File: config.mk
export PLATFORM = sky130hd
export DESIGN_NAME = mealy_dual_pattern_detector
export DESIGN_NICKNAME = d
export VERILOG_FILES = /design/src/rtl/mealy_dual_pattern_detector.sv
export SDC_FILE = /design/constraint.sdc
export NUM_CORES = 1
export LEC_CHECK = 0
export CAP_MARGIN = 10
export CORE_MARGIN = 5
export CORE_UTILIZATION = 45
export CTS_BUF_LIST = sky130_fd_sc_hd__clkbuf_8
export CTS_CLUSTER_SIZE = 20
export DETAILED_ROUTE_END_ITERATION = 12
export PLACE_DENSITY = 0.73
export SETUP_SLACK_MARGIN = 0.05
export SKIP_CTS_REPAIR_TIMING = 1
export SLEW_MARGIN = 0
export SYNTH_ARGS = -nofsm -noshare
export SYNTH_HDL_FRONTEND = slang
export SYNTH_SLANG_ARGS = --single-unit
File: constraint.sdc
create_clock -name clk -period 1.7 [get_ports clk]
set_input_delay 0.255 -clock clk [delete_from_list [all_inputs] [get_ports clk]]
set_output_delay 0.255 -clock clk [all_outputs]
set_load 0.005 [all_outputs]
File: src/rtl/mealy_dual_pattern_detector.sv
// Mealy sequence detector for a serial bit stream.
// The window is the last PAT_LEN-1 consumed bits plus the bit currently on x.
// A hit is flagged in the same cycle as the completing bit when that window
// equals PAT_A or PAT_B. Overlapping and non-overlapping matching are both
// supported. A saturating counter records the number of matches.
module mealy_dual_pattern_detector #(
    parameter int                 PAT_LEN = 3,
    parameter logic [PAT_LEN-1:0] PAT_A   = 3'b101,
    parameter logic [PAT_LEN-1:0] PAT_B   = 3'b010,
    parameter bit                 OVERLAP = 1'b1,
    parameter int                 CNT_W   = 8
) (
    input  logic             clk,
    input  logic             reset,
    input  logic             x,
    input  logic             en,
    input  logic             clr,
    output logic             y,
    output logic             hit_a,
    output logic             hit_b,
    output logic [CNT_W-1:0] match_cnt
);

    // fill counts 0..PAT_LEN-1, so PAT_LEN distinct values
    localparam int                FILL_W   = (PAT_LEN > 2) ? $clog2(PAT_LEN) : 1;
    localparam logic [FILL_W-1:0] FILL_MAX = FILL_W'(PAT_LEN - 1);
    localparam logic [FILL_W-1:0] FILL_ONE = FILL_W'(1);
    localparam logic [CNT_W-1:0]  CNT_MAX  = {CNT_W{1'b1}};
    localparam logic [CNT_W-1:0]  CNT_ONE  = CNT_W'(1);

    // FILLING: history not yet long enough to match; ARMED: matching active
    typedef enum logic {
        FILLING = 1'b0,
        ARMED   = 1'b1
    } phase_t;

    logic [PAT_LEN-2:0] hist_r;
    logic [FILL_W-1:0]  fill_r;
    phase_t             phase_r;
    logic [CNT_W-1:0]   cnt_r;

    logic [PAT_LEN-1:0] win_s;
    logic               armed_s;
    logic               hit_a_s;
    logic               hit_b_s;
    logic               match_s;
    logic [FILL_W-1:0]  fill_inc_s;

    // Saturating increment: holds at all-ones instead of wrapping
    function automatic logic [CNT_W-1:0] sat_inc(input logic [CNT_W-1:0] v);
        logic [CNT_W-1:0] r;
        if (v == CNT_MAX) begin
            r = v;
        end else begin
            r = v + CNT_ONE;
        end
        return r;
    endfunction

    // Mealy window compare; en gates everything so an unknown x with en=0 stays out of the outputs
    always_comb begin
        win_s      = {hist_r, x};
        fill_inc_s = fill_r + FILL_ONE;
        case (phase_r)
            ARMED:   armed_s = 1'b1;
            FILLING: armed_s = 1'b0;
            default: armed_s = 1'b0;
        endcase
        hit_a_s = en & armed_s & (win_s == PAT_A);
        hit_b_s = en & armed_s & (win_s == PAT_B);
        match_s = hit_a_s | hit_b_s;
    end

    assign hit_a     = hit_a_s;
    assign hit_b     = hit_b_s;
    assign y         = match_s;
    assign match_cnt = cnt_r;

    // History shift, fill phase tracking and match counting (reset > clr > en > hold)
    always_ff @(posedge clk or negedge reset) begin
        if (!reset) begin
            hist_r  <= {(PAT_LEN-1){1'b0}};
            fill_r  <= {FILL_W{1'b0}};
            phase_r <= FILLING;
            cnt_r   <= {CNT_W{1'b0}};
        end else if (clr) begin
            hist_r  <= {(PAT_LEN-1){1'b0}};
            fill_r  <= {FILL_W{1'b0}};
            phase_r <= FILLING;
            cnt_r   <= {CNT_W{1'b0}};
        end else if (en) begin
            // Shift is unconditional; after a non-overlapping match the
            // contents are don't-care because fill restarts from zero.
            hist_r <= win_s[PAT_LEN-2:0];
            if (match_s && (OVERLAP == 1'b0)) begin
                fill_r  <= {FILL_W{1'b0}};
                phase_r <= FILLING;
            end else if (fill_r == FILL_MAX) begin
                fill_r  <= fill_r;
                phase_r <= ARMED;
            end else begin
                fill_r  <= fill_inc_s;
                phase_r <= (fill_inc_s == FILL_MAX) ? ARMED : FILLING;
            end
            if (match_s) begin
                cnt_r <= sat_inc(cnt_r);
            end else begin
                cnt_r <= cnt_r;
            end
        end else begin
            hist_r  <= hist_r;
            fill_r  <= fill_r;
            phase_r <= phase_r;
            cnt_r   <= cnt_r;
        end
    end

endmodule
# Word-level counts from Yosys, hierarchy flattened
# Cells that the tools add are included.
dict set report op_classes {
  add_sub_neg 2
  eq_ne 7
  n_mux 14
  bitwise 5
  reduce_logical 4
}
# op n
set op_table {}
lappend op_table {{$mux 8} 4}
lappend op_table {{$mux 2} 5}
lappend op_table {{$add 8x1->8 const B} 1}
lappend op_table {{$eq 8x8->1 const B} 1}
lappend op_table {{$eq 2x2->1 const B} 2}
lappend op_table {{$mux 1} 4}
lappend op_table {{$ne 2x2->1 const B} 2}
lappend op_table {{$reduce_bool 2->1} 2}
lappend op_table {{$and 1x1->1} 3}
lappend op_table {{$eq 3x2->1 const B} 1}
lappend op_table {{$eq 3x3->1 const B} 1}
lappend op_table {{$reduce_and 3->1} 1}
lappend op_table {{$add 2x1->2 const B} 1}
lappend op_table {{$pmux 1 s2} 1}
lappend op_table {{$reduce_and 2->1} 1}
lappend op_table {{$not 1->1} 1}
lappend op_table {{$or 1x1->1} 1}
dict set report word_totals {
  ff_bits 13
  in_bits 5
  out_inout_bits 11
  wordCells 36
}

# Logic depth before layout (Yosys ltp)
# Gate-level depths: netlist of run 1.
dict set report depth {
  ltp_word 8
  depth_mapped 6
  mapped_depth_nobuf 6
}

# Least setup slack after synthesis of run 1
# Ideal clock, no wire load.
dict set report synth_path {
  path_kind {register to register}
  start {reg hist_r[1]}
  end {reg cnt_r[4] (netlist: match_cnt[4])}
  t_arrival_ns 1.587
  path_slack_ns 0.035
  stages_incl_launch_ff 5
  n_path_buf 0
  synth_period_minus_slack_ns 1.665
  path_cell_list {dfrtp_1 > or3b_1 > a21o_1 > or4_1 > a21oi_1}
}
dict set report synth_between {
  elab_chain_len 5
}
# item line
set synth_lines {}
lappend synth_lines {{from (decl)} 37} ;# logic [PAT_LEN-2:0] hist_r;
lappend synth_lines {{from (signal assigned)} 82} ;# hist_r <= {(PAT_LEN-1){1'b0}};
lappend synth_lines {{from (signal assigned)} 87} ;# hist_r <= {(PAT_LEN-1){1'b0}};
lappend synth_lines {{from (signal assigned)} 94} ;# hist_r <= win_s[PAT_LEN-2:0];
lappend synth_lines {{$eq 3x3->1 or $eq 3x2->1 (tied branches)} {69, 70}}
lappend synth_lines {{$and 1x1->1 (on tied branches)} {69, 70}}
lappend synth_lines {{$or 1x1->1 *} 71} ;# match_s = hit_a_s | hit_b_s;
lappend synth_lines {{$reduce_bool 2->1 (no source line) *} -}
lappend synth_lines {{$reduce_and 3->1 (no source line) *} -}
lappend synth_lines {{to (signal assigned)} 85} ;# cnt_r <= {CNT_W{1'b0}};
lappend synth_lines {{to (signal assigned)} 90} ;# cnt_r <= {CNT_W{1'b0}};
lappend synth_lines {{to (signal assigned)} 106} ;# cnt_r <= sat_inc(cnt_r);
lappend synth_lines {{to (decl)} 40} ;# logic [CNT_W-1:0] cnt_r;
# Mark *: on every way between the ends. The rest lies on a longest branch, timed or not.
# A chain may end at the register's enable or synchronous reset.

# Worst setup path after layout of run 1
# Ends and elaborated chain as after synthesis.

==> impl_metrics.json, run 1 <==
{
  "status": "finished with violations",
  "violations": "negative setup slack",
  "synthTopCellsByCount": "13 x dfrtp_1, 11 x nor2_1, 7 x nand2_1, 6 x nor3_1",
  "cts_tree": "done",
  "die_area_um2": 2474,
  "avgSynthCellArea_um2": 8.884,
  "cts_inserted_buffers": 3,
  "report.final.slew_viol_count": 0,
  "ys_types": 29,
  "yosysMostFrequentCell": "dfrtp_1",
  "dr_total_vias": 697,
  "yosysSeqAreaShare": 0.4577,
  "die-width_um": 49.74,
  "grtUsageMet2": 0.2564,
  "final_cells": 124,
  "p_per_area_nw_per_um2": 647.1,
  "crit_fanout": 5,
  "grt_max_degree": 14,
  "wl_um": 1820,
  "antenna_found_initial": 0,
  "crit_slowest_cell": "or4_4",
  "ys_seq_elements": 13,
  "maxCapViolations": 0,
  "crit_path_end_kind": "flip-flop",
  "io_buffers": 15,
  "worstMarginPinSlew_ns": 0.5920,
  "viasPerCell": 5.621,
  "fillers": 119,
  "drc_errors": 0,
  "hpwl_um": 1230,
  "postSynth.asyncResetShare": 1.000,
  "layout-drive-gt1-share": 0.2222,
  "regArea_um2": 325.3,
  "path_class": "reg2reg",
  "slew_headroom": 0.6041,
  "gp_congestion": 0.8225,
  "setup_viol": 2,
  "clockBufferDepth": 2,
  "coreArea_um2": 1506,
  "fmax_mhz": 566.9,
  "grt_pass1_vias": 669,
  "required_ns": 1.87,
  "synth_cells": 80,
  "peakVddDrop_v": 0.0006138,
  "dieHeight_um": 49.74,
  "h-tree-depth": 1,
  "ant_nets": 0,
  "worst_setup_path_start_kind": "flip-flop",
  "root_buffer": "clkbuf_8",
  "power_uw": 683.4,
  "final_util": 0.7010,
  "antennaDiodeCount": 0,
  "insertion_delay_ns": 0.25,
  "synth_top_cells_by_area": "dfrtp_1 46%, nor2_1 5.8%, mux2i_1 4.2%",
  "synth.net_count": 87,
  "rsz0062_at_grt": "true",
  "drtIter0Drc": 19,
  "gr-total-overflow": 0,
  "gr-usage-met3": 0.06627,
  "fin_skew_ns": 0.004612,
  "final_nets": 116,
  "initial_core_util": 0.4718,
  "ys_warn_count": 0,
  "r2r_setup_slack_ns": -0.06,
  "synth_top_area_share": 0.4577,
  "io_pins": 16,
  "hold_class": "in2async",
  "clkTransAtPathRegs_ns": 0.06,
  "fin_crit_ns": 1.764,
  "slowest_delay_ns": 0.51,
  "syn_area_um2": 710.7,
  "dr.pass1.iters": 4,
  "clkSinkCount": 13,
  "grt_busiest_layer": "met2",
  "path_cells": "or3b_4, a21o_4, or4_4, a21oi_2",
  "yosysTopAreaCell": "dfrtp_1",
  "post-route-period-util": 1.038,
  "wl_per_cell_um": 14.68,
  "grtUsageMet1": 0.1816,
  "placed_cells": 118,
  "track_usage": 0.1585,
  "synth-edff-count": 0,
  "setup_ws_ns": -0.06397,
  "area_growth_pct": 48.59,
  "row_count": 14,
  "grt_pass1_wl_um": 3022,
  "arrival_ns": 1.93,
  "hold_viol": 0,
  "p_leak_uw": 0.0004916,
  "multi_input_area_um2": 399.1,
  "synth_ff_type": "dfrtp_1"
}
## power breakdown
part	internal, uW	total, uW	switching, uW	leakage [uW]
Clock	162	281	118	0.0000255
Sequential	320	325	5.03	0.000179
Combinational	38.5	77.8	39.3	0.000288
## layout by cell type (no fill, tap or decap), drive strengths merged, types with 2 or more instances in the layout
master / n
dlymetal6s2s: 3
clkbuf: 4
ha: 2
nor3: 6
clkinv: 2
nor2: 11
nand2: 7
mux2i: 3
inv: 4
buf: 12
a21oi: 5
nand3: 5
a31oi: 2
nand4: 2
dfrtp: 13
clkdlybuf4s50: 11
## metal layers
layer / vias to the layer above / routed length (um)
li1: 349 / -
met1: 328 / 841
met2: 15 / 852
met3: 5 / 95
met4: 0 / 31
met5: - / 0
## through the flow
| step | hold WS (ns) | setup TNS, ns | setup slack (ns) | area [um2] |
|---|---|---|---|---|
| 3_3_place_gp | 0.5029 | -2.431 | -0.4018 | 944.7 |
| 4_1_cts | 0.4039 | -1.201 | -0.4336 | 991.0 |
| 3_5_place_dp | 0.5283 | -2.936 | -0.4306 | 944.7 |
| 6_report | 0.3814 | -0.09136 | -0.06397 | 1056 |
| 5_1_grt | 0.4310 | -0.3095 | -0.1165 | 1056 |
| 2_1_floorplan | -0.04059 | 0 | 0.05651 | 710.7 |
## final cells by class
| class | count | area share |
|---|---|---|
| Clock buffer | 3 | 0.03910 |
| Tap cell | 16 | 0.01896 |
| Multi-Input combinational cell | 59 | 0.3780 |
| Timing Repair Buffer | 27 | 0.2334 |
| Sequential cell | 13 | 0.3081 |
| Clock inverter | 1 | 0.004739 |
| Inverter | 5 | 0.01777 |
## state kept, by name (all words and copies together) (netlist names)
name	count
match_cnt	8
phase_r	1
hist_r	2
fill_r	2
## path summary, 6_finish.rpt
path,from,endpoint,depth (start not counted)
worst max-delay path,hist_r[1],match_cnt[4],4
worst min-delay path,reset,match_cnt[7],1
worst max register to register,hist_r[1],match_cnt[4],4
worst min register to register,fill_r[1],fill_r[1],2
max in group asynchronous,reset,match_cnt[3],1
min in group clk,x,hist_r[0],4
## logic make-up (layout without fill, tap and decap cells)
| group | count (synthesis) | in the layout | synth area share |
|---|---|---|---|
| AOI/OAI and AO/OA | 15 | 15 | 0.1391 |
| xor gates and xnor gates | 1 | 1 | 0.01233 |
| adders and majority gates | 2 | 2 | 0.03521 |
| buffers and inverters | 8 | 36 | 0.04224 |
| DFF | 13 | 13 | 0.4577 |
| muxes | 4 | 4 | 0.05810 |
| and+or+nand+nor | 37 | 37 | 0.2553 |
## worst max-delay path, delay by kind of cell, from the launching register on
family             cells  cell delay (ns)
and+or+nand+nor        2             0.92
DFF                    1             0.38
AOI/OAI and AO/OA      2             0.37
Note: power is estimated with default switching activity, not from simulation.
==> inputs of run 2 (changes only) <==
--- a/config.mk
+++ b/config.mk
@@ -11,6 +11,7 @@
 export CTS_BUF_LIST = sky130_fd_sc_hd__clkbuf_8
 export CTS_CLUSTER_SIZE = 20
 export DETAILED_ROUTE_END_ITERATION = 12
+export GPL_ROUTABILITY_DRIVEN = 0
 export PLACE_DENSITY = 0.73
 export SETUP_SLACK_MARGIN = 0.05
 export SKIP_CTS_REPAIR_TIMING = 1
==> results of run 2 <==
No change in the layout: final DEF, timing and power equal those of run 1.
